<file path="config.mk">
export PLATFORM = sky130hd
export DESIGN_NAME = inagu_ctrl
export DESIGN_NICKNAME = d
export VERILOG_FILES = /design/src/rtl/inagu_ctrl.sv
export SDC_FILE = /design/constraint.sdc
export NUM_CORES = 1
export LEC_CHECK = 0
export CORE_AREA = 8 8 98 100
export DETAILED_ROUTE_END_ITERATION = 7
export DIE_AREA = 0 0 106 108
export PLACE_DENSITY = 0.71
export SETUP_SLACK_MARGIN = 0.3
export SLEW_MARGIN = 0
export SYNTH_ARGS = -nofsm -noshare
export SYNTH_HDL_FRONTEND = slang
export SYNTH_SLANG_ARGS = --single-unit
</file>
<file path="constraint.sdc">
create_clock -name clk -period 6.4 [get_ports clk]
set_clock_uncertainty 0.05 [all_clocks]
set_input_delay 1.92 -clock clk [delete_from_list [all_inputs] [get_ports clk]]
set_output_delay 1.92 -clock clk [all_outputs]
set_load 0.1 [all_outputs]
</file>
<file path="src/rtl/inagu_ctrl.sv">
// -----------------------------------------------------------------------------
// inagu_ctrl
//
// Job sequencer for the input/weight address generator of the MVU datapath.
// A single job is accepted over a start/ready handshake. The sequencer then
// clears the address generator, steps it cfg_len times while honouring memory
// back-pressure, and waits LATENCY cycles for the downstream pipeline to drain.
// Accumulator-done events are counted while the job is stepping or draining.
// Normal completion and abort are each reported with a single-cycle pulse.
//
// Parameters
//   BCNT     width of the job step count (max job = 2^BCNT-1 steps)
//   BACC     width of the saturating accumulation-done counter
//   LATENCY  drain cycles after the last step, 0..15
//
// Ports
//   clk         clock
//   rst         asynchronous active-high reset
//   start       job request, accepted when start & ready
//   cfg_len     number of enabled steps, sampled on accept
//   stall       back-pressure, suppresses stepping while high
//   abort       terminates the active job (CLR, RUN or DRAIN)
//   shacc_done  accumulation-done pulse from the address generator
//   ready       idle, a job can be accepted
//   busy        job in progress (any state other than IDLE)
//   agu_clr     clear to the address generator
//   agu_en      step enable to the address generator (combinational in RUN)
//   done        one-cycle pulse, job completed normally
//   aborted     one-cycle pulse, job terminated by abort
//   acc_count   shacc_done events counted in the current/last job
// -----------------------------------------------------------------------------
module inagu_ctrl #(
    parameter int BCNT    = 24,
    parameter int BACC    = 16,
    parameter int LATENCY = 3
) (
    input  logic            clk,
    input  logic            rst,
    input  logic            start,
    input  logic [BCNT-1:0] cfg_len,
    input  logic            stall,
    input  logic            abort,
    input  logic            shacc_done,
    output logic            ready,
    output logic            busy,
    output logic            agu_clr,
    output logic            agu_en,
    output logic            done,
    output logic            aborted,
    output logic [BACC-1:0] acc_count
);

    typedef enum logic [2:0] {
        S_IDLE  = 3'd0,
        S_CLR   = 3'd1,
        S_RUN   = 3'd2,
        S_DRAIN = 3'd3,
        S_DONE  = 3'd4,
        S_ABORT = 3'd5
    } state_t;

    localparam logic [BCNT-1:0] REM_ZERO  = {BCNT{1'b0}};
    localparam logic [BCNT-1:0] REM_ONE   = {{(BCNT-1){1'b0}}, 1'b1};
    localparam logic [3:0]      DCNT_INIT = 4'(LATENCY);
    localparam logic [3:0]      DCNT_ZERO = 4'd0;
    localparam logic [3:0]      DCNT_ONE  = 4'd1;
    localparam logic [BACC-1:0] ACC_ZERO  = {BACC{1'b0}};
    localparam logic [BACC-1:0] ACC_ONE   = {{(BACC-1){1'b0}}, 1'b1};
    localparam logic [BACC-1:0] ACC_MAX   = {BACC{1'b1}};

    state_t          state_q,   state_d;
    logic [BCNT-1:0] rem_q,     rem_d;
    logic [3:0]      dcnt_q,    dcnt_d;
    logic [BACC-1:0] acc_q,     acc_d;
    logic            ready_q,   ready_d;
    logic            busy_q,    busy_d;
    logic            clr_q,     clr_d;
    logic            done_q,    done_d;
    logic            aborted_q, aborted_d;

    logic            accept_s;
    logic            agu_en_s;
    logic            count_win_s;

    // Handshake qualifier, step enable and the window in which accumulator
    // events are counted. agu_en must react to stall/abort in the same cycle,
    // so it is decoded combinationally from the registered state.
    always_comb begin
        accept_s    = start & ready_q;
        agu_en_s    = (state_q == S_RUN) & ~stall & ~abort;
        count_win_s = (state_q == S_RUN) | (state_q == S_DRAIN);
    end

    // Next-state and step/drain counter logic. Abort is tested before the
    // step so that an abort coinciding with the final step leaves rem intact.
    always_comb begin
        state_d = state_q;
        rem_d   = rem_q;
        dcnt_d  = dcnt_q;
        case (state_q)
            S_IDLE: begin
                if (accept_s) begin
                    rem_d = cfg_len;
                    if (cfg_len == REM_ZERO) begin
                        state_d = S_DONE;
                    end else begin
                        state_d = S_CLR;
                    end
                end else begin
                    state_d = S_IDLE;
                end
            end
            S_CLR: begin
                if (abort) begin
                    state_d = S_ABORT;
                end else begin
                    state_d = S_RUN;
                end
            end
            S_RUN: begin
                if (abort) begin
                    state_d = S_ABORT;
                end else if (agu_en_s) begin
                    rem_d = rem_q - REM_ONE;
                    if (rem_q == REM_ONE) begin
                        if (DCNT_INIT == DCNT_ZERO) begin
                            state_d = S_DONE;
                        end else begin
                            state_d = S_DRAIN;
                            dcnt_d  = DCNT_INIT;
                        end
                    end else begin
                        state_d = S_RUN;
                    end
                end else begin
                    state_d = S_RUN;
                end
            end
            S_DRAIN: begin
                if (abort) begin
                    state_d = S_ABORT;
                end else begin
                    // A zero count here cannot happen in normal operation;
                    // treat it like the last drain cycle so the job never hangs.
                    if ((dcnt_q == DCNT_ONE) || (dcnt_q == DCNT_ZERO)) begin
                        dcnt_d  = DCNT_ZERO;
                        state_d = S_DONE;
                    end else begin
                        dcnt_d  = dcnt_q - DCNT_ONE;
                        state_d = S_DRAIN;
                    end
                end
            end
            S_DONE: begin
                state_d = S_IDLE;
            end
            S_ABORT: begin
                state_d = S_IDLE;
            end
            default: begin
                state_d = S_IDLE;
            end
        endcase
    end

    // Accumulator-done counter: cleared on accept, saturating count while the
    // generator is stepping or draining, held everywhere else.
    always_comb begin
        acc_d = acc_q;
        if (accept_s) begin
            acc_d = ACC_ZERO;
        end else if (count_win_s && shacc_done) begin
            if (acc_q == ACC_MAX) begin
                acc_d = ACC_MAX;
            end else begin
                acc_d = acc_q + ACC_ONE;
            end
        end else begin
            acc_d = acc_q;
        end
    end

    // Output decode from the next state so every status output is a flop.
    always_comb begin
        ready_d   = (state_d == S_IDLE);
        busy_d    = (state_d != S_IDLE);
        clr_d     = (state_d == S_CLR) || (state_d == S_ABORT);
        done_d    = (state_d == S_DONE);
        aborted_d = (state_d == S_ABORT);
    end

    // State, counters and registered outputs.
    always_ff @(posedge clk or posedge rst) begin
        if (rst) begin
            state_q   <= S_IDLE;
            rem_q     <= REM_ZERO;
            dcnt_q    <= DCNT_ZERO;
            acc_q     <= ACC_ZERO;
            ready_q   <= 1'b1;
            busy_q    <= 1'b0;
            clr_q     <= 1'b0;
            done_q    <= 1'b0;
            aborted_q <= 1'b0;
        end else begin
            state_q   <= state_d;
            rem_q     <= rem_d;
            dcnt_q    <= dcnt_d;
            acc_q     <= acc_d;
            ready_q   <= ready_d;
            busy_q    <= busy_d;
            clr_q     <= clr_d;
            done_q    <= done_d;
            aborted_q <= aborted_d;
        end
    end

    assign ready     = ready_q;
    assign busy      = busy_q;
    assign agu_clr   = clr_q;
    assign agu_en    = agu_en_s;
    assign done      = done_q;
    assign aborted   = aborted_q;
    assign acc_count = acc_q;

endmodule

</file>
==> impl_metrics.toml, run 1 <==
[final_layout]
multiInputGateArea_um2 = 1710
diodes = 0
final_common_cell = "dfrtp_1"
area_growth_syn_to_layout_pct = 22.1
final_cell_count_no_fill = 514
layout.area.seq_um2 = 1300
fillers = 778
drive_gt1_frac = 0.0611
final_cell_mix = "dfrtp_1 (51), clkdlybuf4s50_1 (50), a21oi_1 (44)"
nNetsFinal = 443

[global_routing]
use_met3 = 0.0369
busiest_layer = "met2"
met1_usage = 0.188
grt_use_total = 0.146
grt_first_pass_wirelength_um = 14100
grt_max_degree = 53
gr-total-overflow = 0
first_global_vias = 2960
antenna_found_initial = 0
grt.met2_usage = 0.239

[sta]
final.min_clock_period_ns = 5.10
relSlewSlack = 0.341
worst_slew_pin_slew_ns = 0.985
min_period_over_period = 0.797
fmax_ghz = 0.196
finalHoldViolCount = 0
setup_viol_count_final = 0
drv_slew = 0
rsz0062_at_grt = "no"
finalSetupTns_ns = 0

[synthesis]
synthCells = 365
synth_adder_area_share = 0.0200
synth_flop_cell = "dfrtp_1"
synth_simple_gate_area_share = 0.271
ys_ff_latch = 52
synth_top_family_by_area = "simple AND/OR/NAND/NOR gates"
synth_area_leaders = "dfrtp_1 (41%), a21oi_1 (7.0%), o21ai_0 (4.3%), nor2_1 (4.0%), nor3_1 (3.4%)"
ys_types = 50
netlist_area_um2 = 3130
yosys_warnings = 0
yosysSeqAreaShare = 0.416
synth_compound_area_frac = 0.245
syn_nets = 400
synth-edff-count = 0
synth-xor-area-share = 0
yosys.area.top_type = "dfrtp_1"
synth_area_per_cell_um2 = 8.58
yosys.area.top_type_share = 0.408
synthMuxAreaShare = 0.00639
synth-async-reset-ratio = 1.00

[detailed_routing]
drtPass1Iterations = 5
dr.first_iter.drc_count = 265
post_drt_wl_per_cell_um = 16.2
drtAntennaViolNets = 0
totalWireLength_um = 8320
drc_errors = 0
vias = 3081
drt-vias-per-instance = 5.99

[job]
drv_cap = 0

[critical_path]
critPathMaxStageDelay_ns = 0.45
crit_chain = "clkdlybuf4s50_1, nand2b_1, nor3_2, buf_4"
arrival_ns = 3.13
worst-endpoint-required_ns = 4.43
crit_path_start_kind = "input pin"
worst-path-max-fanout = 6
critPathKind = "input pin to output pin"
cpMaxStageDelayCell = "clkdlybuf4s50_1"
crit_path_end_kind = "output pin"

[place]
portBuffers = 51
globalplace.congestion = 0.830
dp_cells = 506
hpwlAfterDp_um = 5930

[clock_network]
cts_hold_buf = 0
clock_sinks = 52
cts_buffer_depth = 2
cts_buffers = 5
clkTransAtPathRegs_ns = 0.10
htreeDepth = 2
cts-root-buf = "clkbuf_8"
cts-resized-gates = 0
cts_tree = "yes"
clock_latency_ns = 0.31
postCtsSetupBuffers = 0

[power]
powerDensity_nw_per_um2 = 360
power_leakage_nw = 1.45
ir_drop_mv = 0.126

[floorplan]
row_count = 33
dieArea_um2 = 11400
initial_core_util = 0.389
io_pins = 52
fp.dieW_um = 106
fp.dieH_um = 108
coreArea_um2 = 8050

[run_status]
status = "completed"

[worst_hold_path]
min_path_type = "register to register"
worst max-delay path: cells and delay by family:
kind	cells	cell delay [ns]
simple gates	2	0.45
buf+inv	2	0.76
state kept, by name, indices dropped and copies added, names as in the netlist, 3 cells and up:
register / count
rem_q: 24
state_q: 3
acc_count: 16
dcnt_q: 4
stage by stage:
| step | instance area [um2] | power [mW] | worst slack (ns) | hold WS (ns) | utilization |
|---|---|---|---|---|---|
| after CTS | 3820 | 1.38 | 1.30 | 0.481 | 0.475 |
| after detailed placement | 3730 | 1.18 | 1.30 | 0.466 | 0.464 |
| after floorplan | 3140 | 1.02 | 1.08 | 0.444 | - |
| final | 3820 | 1.38 | 1.30 | 0.482 | 0.475 |
| after global placement | 3730 | 1.16 | 1.30 | 0.463 | 0.464 |
| after global routing | 3820 | 1.47 | 1.22 | 0.532 | 0.475 |
synthesized netlist by cell type, types with 4 or more instances:
cell type	instances
dfrtp_1	51
a21oi_1	44
nor2_1	33
o21ai_0	27
nor3_1	21
nand2_1	20
clkbuf_1	15
inv_1	13
nand3_1	13
nor4_1	11
nand4_1	10
a22oi_1	7
and2_1	7
o22ai_1	7
and3_1	6
and4_1	6
or3_1	6
a211oi_1	5
a31oi_1	5
ha_1	5
or4_1	5
nor3b_1	4
o2bb2ai_1	4
cell type report:
type | instances | share of cell area
well taps | 105 | 0.0344
repair buffers | 55 | 0.141
multi-input cells | 281 | 0.448
clock buffers | 5 | 0.0180
flip-flops and latches | 52 | 0.341
clock inverters | 3 | 0.00556
inverters | 13 | 0.0128
report_power, final:
group	switching, mW	leakage (nW)	internal (mW)
sequential	0.136	0.646	0.433
clock	0.115	0.0445	0.0779
combinational	0.399	0.757	0.214
kinds of logic after synthesis:
kind of cell	count (synthesis)
compound gates	120
fa+ha+maj	5
buf+inv	32
flops	52
mux	2
simple gates	154
layer usage:
metal | vias to the layer above | part of all wire
met3 | 11 | 0.061
met2 | 99 | 0.47
met1 | 1499 | 0.45
met5 | - | 0
met4 | 0 | 0.013
li1 | 1472 | -
final timing paths:
path,startpoint,end,slack [ns],depth (start not counted)
setup / recovery,abort,agu_en,1.30,4
hold / removal,acc_count[9],acc_count[9],0.48,1
setup reg to reg,rem_q[0],rem_q[22],3.57,7
hold reg to reg,acc_count[9],acc_count[9],0.48,1
max in group asynchronous,rst,state_q[0],3.81,3
min in group asynchronous,rst,acc_count[12],2.05,3
Note: power is estimated with default switching activity, not from simulation.
==> run 2: changes to the inputs <==
clock period = 4.8 ns   (was 6.4 ns; I/O delays follow)
==> impl_metrics.toml, run 2 (same netlist as run 1, synthesis figures left out) <==
[critical_path]
worst-endpoint-required_ns = 3.31
r2r_start = "rem_q[0]"
worst-path-max-fanout = 6
regToRegSetupSlack_ns = 1.96
reg2reg_to = "rem_q[22]"
reg2reg_depth = 7
crit_path_start_kind = "input pin"
critPathKind = "input pin to output pin"
crit_path_end_kind = "output pin"
arrival_ns = 2.64

[clock_network]
cts-root-buf = "clkbuf_8"
cts-resized-gates = 0
clock_sinks = 52
cts_buffer_depth = 2
clkTransAtPathRegs_ns = 0.09
cts_hold_buf = 0
htreeDepth = 2
postCtsSetupBuffers = 0
clock_latency_ns = 0.31
cts_tree = "yes"
cts_buffers = 5

[final_layout]
nNetsFinal = 444
area_growth_syn_to_layout_pct = 23.3
fillers = 782
final_cell_mix = "dfrtp_1 (51), clkdlybuf4s50_1 (50), a21oi_1 (44)"
final_common_cell = "dfrtp_1"
largest_reg_flops = 24
diodes = 0
drive_gt1_frac = 0.0610
regMostFlops = "rem_q"

[worst_hold_path]
min_path_cells = 1
hold_start = "acc_count[9]"
min_path_type = "register to register"
hold_end = "acc_count[9]"

[detailed_routing]
drtAntennaViolNets = 0
drt-vias-per-instance = 6.03
post_drt_wl_per_cell_um = 16.5
vias = 3104
drc_errors = 0
totalWireLength_um = 8470
drtPass1Iterations = 5
dr.first_iter.drc_count = 163

[floorplan]
io_pins = 52
initial_core_util = 0.389
coreArea_um2 = 8050
fp.dieW_um = 106
fp.dieH_um = 108
row_count = 33
dieArea_um2 = 11400

[place]
globalplace.congestion = 0.846
portBuffers = 51
hpwlAfterDp_um = 6060

[power]
p_int_mw = 1.02
combPwrFrac = 0.436
p_seq_frac = 0.402
swShare = 0.458
total_power_mw = 1.89
power_switching_mw = 0.865
power_leakage_nw = 1.47
powerDensity_nw_per_um2 = 489
power_frac_clock = 0.162
ir_drop_mv = 0.223

[global_routing]
first_global_vias = 2859
gr-total-overflow = 0
grt_first_pass_wirelength_um = 14200
antenna_found_initial = 0
grt_max_degree = 38
grt_use_total = 0.148

[sta]
worst_slew_pin_slew_ns = 0.983
min_period_over_period = 0.861
finalSetupTns_ns = 0
rsz0062_at_grt = "no"
fmax_ghz = 0.242
setup_viol_count_final = 0
finalHoldViolCount = 0
final.min_clock_period_ns = 4.13
relSlewSlack = 0.342
fin_worst_hold_slack_ns = 0.488
drv_slew = 0

[run_status]
status = "completed"

[job]
drv_cap = 0
## run 2: cell types whose count changed in the layout (fill, tap and decap cells not counted)
cell        before  now
clkinvlp_4       1    0
buf_12           0    1
bufinv_16        0    1
inv_6            1    0
clkbuf_1         0    1
## run 2: power by group through the flow
stage / Sequential [mW] / Combinational (mW) / Clock [mW]
floorplan: 0.881 / 0.484 / 0
global placement: 0.754 / 0.806 / 0
detailed placement: 0.761 / 0.824 / 0
CTS: 0.753 / 0.826 / 0.314
global route: 0.782 / 0.906 / 0.331
finish: 0.759 / 0.824 / 0.305
## run 2: cell type report
| type | instances | area (um2) | share of cell area |
|---|---|---|---|
| sequential | 52 | 1300 | 0.337 |
| multi-input combinational | 281 | 1710 | 0.443 |
| tap | 105 | 131 | 0.0340 |
| clock buffer | 6 | 72.6 | 0.0188 |
| inverter | 13 | 48.8 | 0.0126 |
| clock inverter | 2 | 35.0 | 0.00908 |
| timing repair buffer | 56 | 558 | 0.145 |
## run 2: layer usage
layer	track usage	share of wire	vias up
met5	0	0	-
met4	0.0291	0.0070	0
met3	0.0339	0.060	6
met2	0.239	0.48	109
met1	0.199	0.46	1527
li1	-	-	1462
## run 2: worst max-delay path by stage
stage,startpoint,endpoint,depth (start not counted)
after floorplan,abort,agu_en,2
after global placement,abort,agu_en,4
after detailed placement,abort,agu_en,4
after CTS,abort,agu_en,4
after global routing,abort,agu_en,4
final,abort,agu_en,4
## run 2: stage by stage
step | cell area, um2 | cells | utilization | setup slack [ns]
after global routing | 3860 | 515 | 0.479 | 0.585
final | 3860 | 515 | 0.479 | 0.666
after global placement | 3750 | 507 | 0.466 | 0.682
after detailed placement | 3750 | 507 | 0.466 | 0.671
after floorplan | 3140 | 365 | - | 0.439
after CTS | 3860 | 515 | 0.479 | 0.662
## run 2: critical path: stages
cell and delay (ns):
clkdlybuf4s50_1 0.44, nand2b_1 0.30, nor3_2 0.25, buf_12 0.21
==> run 3: changes to the inputs <==
CORE_AREA = 2 2 92 94   (was 8 8 98 100)
DIE_AREA = 0 0 94 96   (was 0 0 106 108)
==> impl_metrics.toml, run 3 (same netlist as run 1, synthesis figures left out) <==
[run_status]
status = "completed"

[global_routing]
grt_use_total = 0.187
grt_max_degree = 44
grt_first_pass_wirelength_um = 13400
gr-total-overflow = 0
first_global_vias = 2757
antenna_found_initial = 0

[sta]
min_period_over_period = 0.863
relSlewSlack = 0.347
drv_slew = 0
setup_viol_count_final = 0
fmax_ghz = 0.241
worst_slew_pin_slew_ns = 0.976
rsz0062_at_grt = "no"
final.min_clock_period_ns = 4.14
finalHoldViolCount = 0
finalSetupTns_ns = 0
fin_worst_hold_slack_ns = 0.470

[final_layout]
drive_gt1_frac = 0.0610
nNetsFinal = 444
regMostFlops = "rem_q"
fin_util = 0.477
largest_reg_flops = 24
final_cell_mix = "dfrtp_1 (51), clkdlybuf4s50_1 (50), a21oi_1 (44)"
area_growth_syn_to_layout_pct = 22.7
final_common_cell = "dfrtp_1"
fillers = 791
diodes = 0

[place]
globalplace.congestion = 0.847
hpwlAfterDp_um = 5660
portBuffers = 51

[detailed_routing]
drtAntennaViolNets = 0
post_drt_wl_per_cell_um = 15.5
routed.top_layer = "met4"
dr.first_iter.drc_count = 163
drtPass1Iterations = 5
wirelength_met1_um = 3630
wl_met2_um = 3870
drt-vias-per-instance = 5.87
met3_wirelength_um = 377
vias = 3022
totalWireLength_um = 7970
drc_errors = 0

[clock_network]
cts_tree = "yes"
cts_buffers = 5
cts_hold_buf = 0
cts-resized-gates = 0
clock_latency_ns = 0.32
clkTransAtPathRegs_ns = 0.10
htreeDepth = 2
cts_buffer_depth = 2
postCtsSetupBuffers = 0
clock_sinks = 52
cts-root-buf = "clkbuf_8"

[power]
ir_drop_mv = 0.193
powerDensity_nw_per_um2 = 479
power_leakage_nw = 1.45

[critical_path]
worst-endpoint-required_ns = 3.31
crit_path_start_kind = "input pin"
worst-path-max-fanout = 6
arrival_ns = 2.65
critPathKind = "input pin to output pin"
crit_path_end_kind = "output pin"

[floorplan]
io_pins = 52
fp.dieW_um = 94
row_count = 33
fp.dieH_um = 96
initial_core_util = 0.389
dieArea_um2 = 9020
coreArea_um2 = 8050

[job]
drv_cap = 0

[worst_hold_path]
min_path_type = "register to register"
[run 3: changes by cell type in the layout (fill, tap and decap cells not counted), sizes merged]
| cell | delta |
|---|---|
| bufinv | -1 |
| clkinvlp | +1 |
[run 3: critical path: stages]
cell and delay [ns]:
clkdlybuf4s50_1 0.46, nand2b_1 0.30, nor3_2 0.24, buf_12 0.21
[run 3: path summary, 6_finish.rpt]
check	endpoint	slack, ns	startpoint	depth (start not counted)
max	agu_en	0.66	abort	4
min	acc_count[9]	0.47	acc_count[9]	1
max reg2reg	rem_q[22]	2.00	rem_q[0]	7
min reg2reg	acc_count[9]	0.47	acc_count[9]	1
max in group asynchronous	rem_q[4]	2.40	rst	3
min in group asynchronous	acc_count[15]	1.59	rst	2
[run 3: where the power goes]
part	internal [mW]	total, mW	switching [mW]
Sequential	0.578	0.761	0.184
Clock	0.104	0.257	0.153
Combinational	0.290	0.822	0.531
[run 3: through the flow]
| stage | instances | setup slack (ns) | total power [mW] | cell area, um2 |
|---|---|---|---|---|
| final | 515 | 0.656 | 1.84 | 3840 |
| after global routing | 515 | 0.611 | 1.98 | 3840 |
| after CTS | 515 | 0.651 | 1.84 | 3840 |
| after detailed placement | 507 | 0.657 | 1.58 | 3750 |
| after global placement | 507 | 0.683 | 1.56 | 3750 |
| after floorplan | 365 | 0.439 | 1.36 | 3140 |
[run 3: metal layers]
metal	vias to the layer above	track usage
met5	-	0
met4	0	0.0652
met3	8	0.0305
met2	80	0.311
met1	1462	0.249
li1	1472	-
[run 3: cell type report]
cell class                      instances  area (um2)  area share
Clock buffer                            6        72.6      0.0189
Multi-Input combinational cell        281        1710       0.446
Inverter                               13        48.8      0.0127
Tap cell                              105         131      0.0342
Sequential cell                        52        1300       0.339
Timing Repair Buffer                   56         558       0.145
Clock inverter                          2        16.3     0.00423
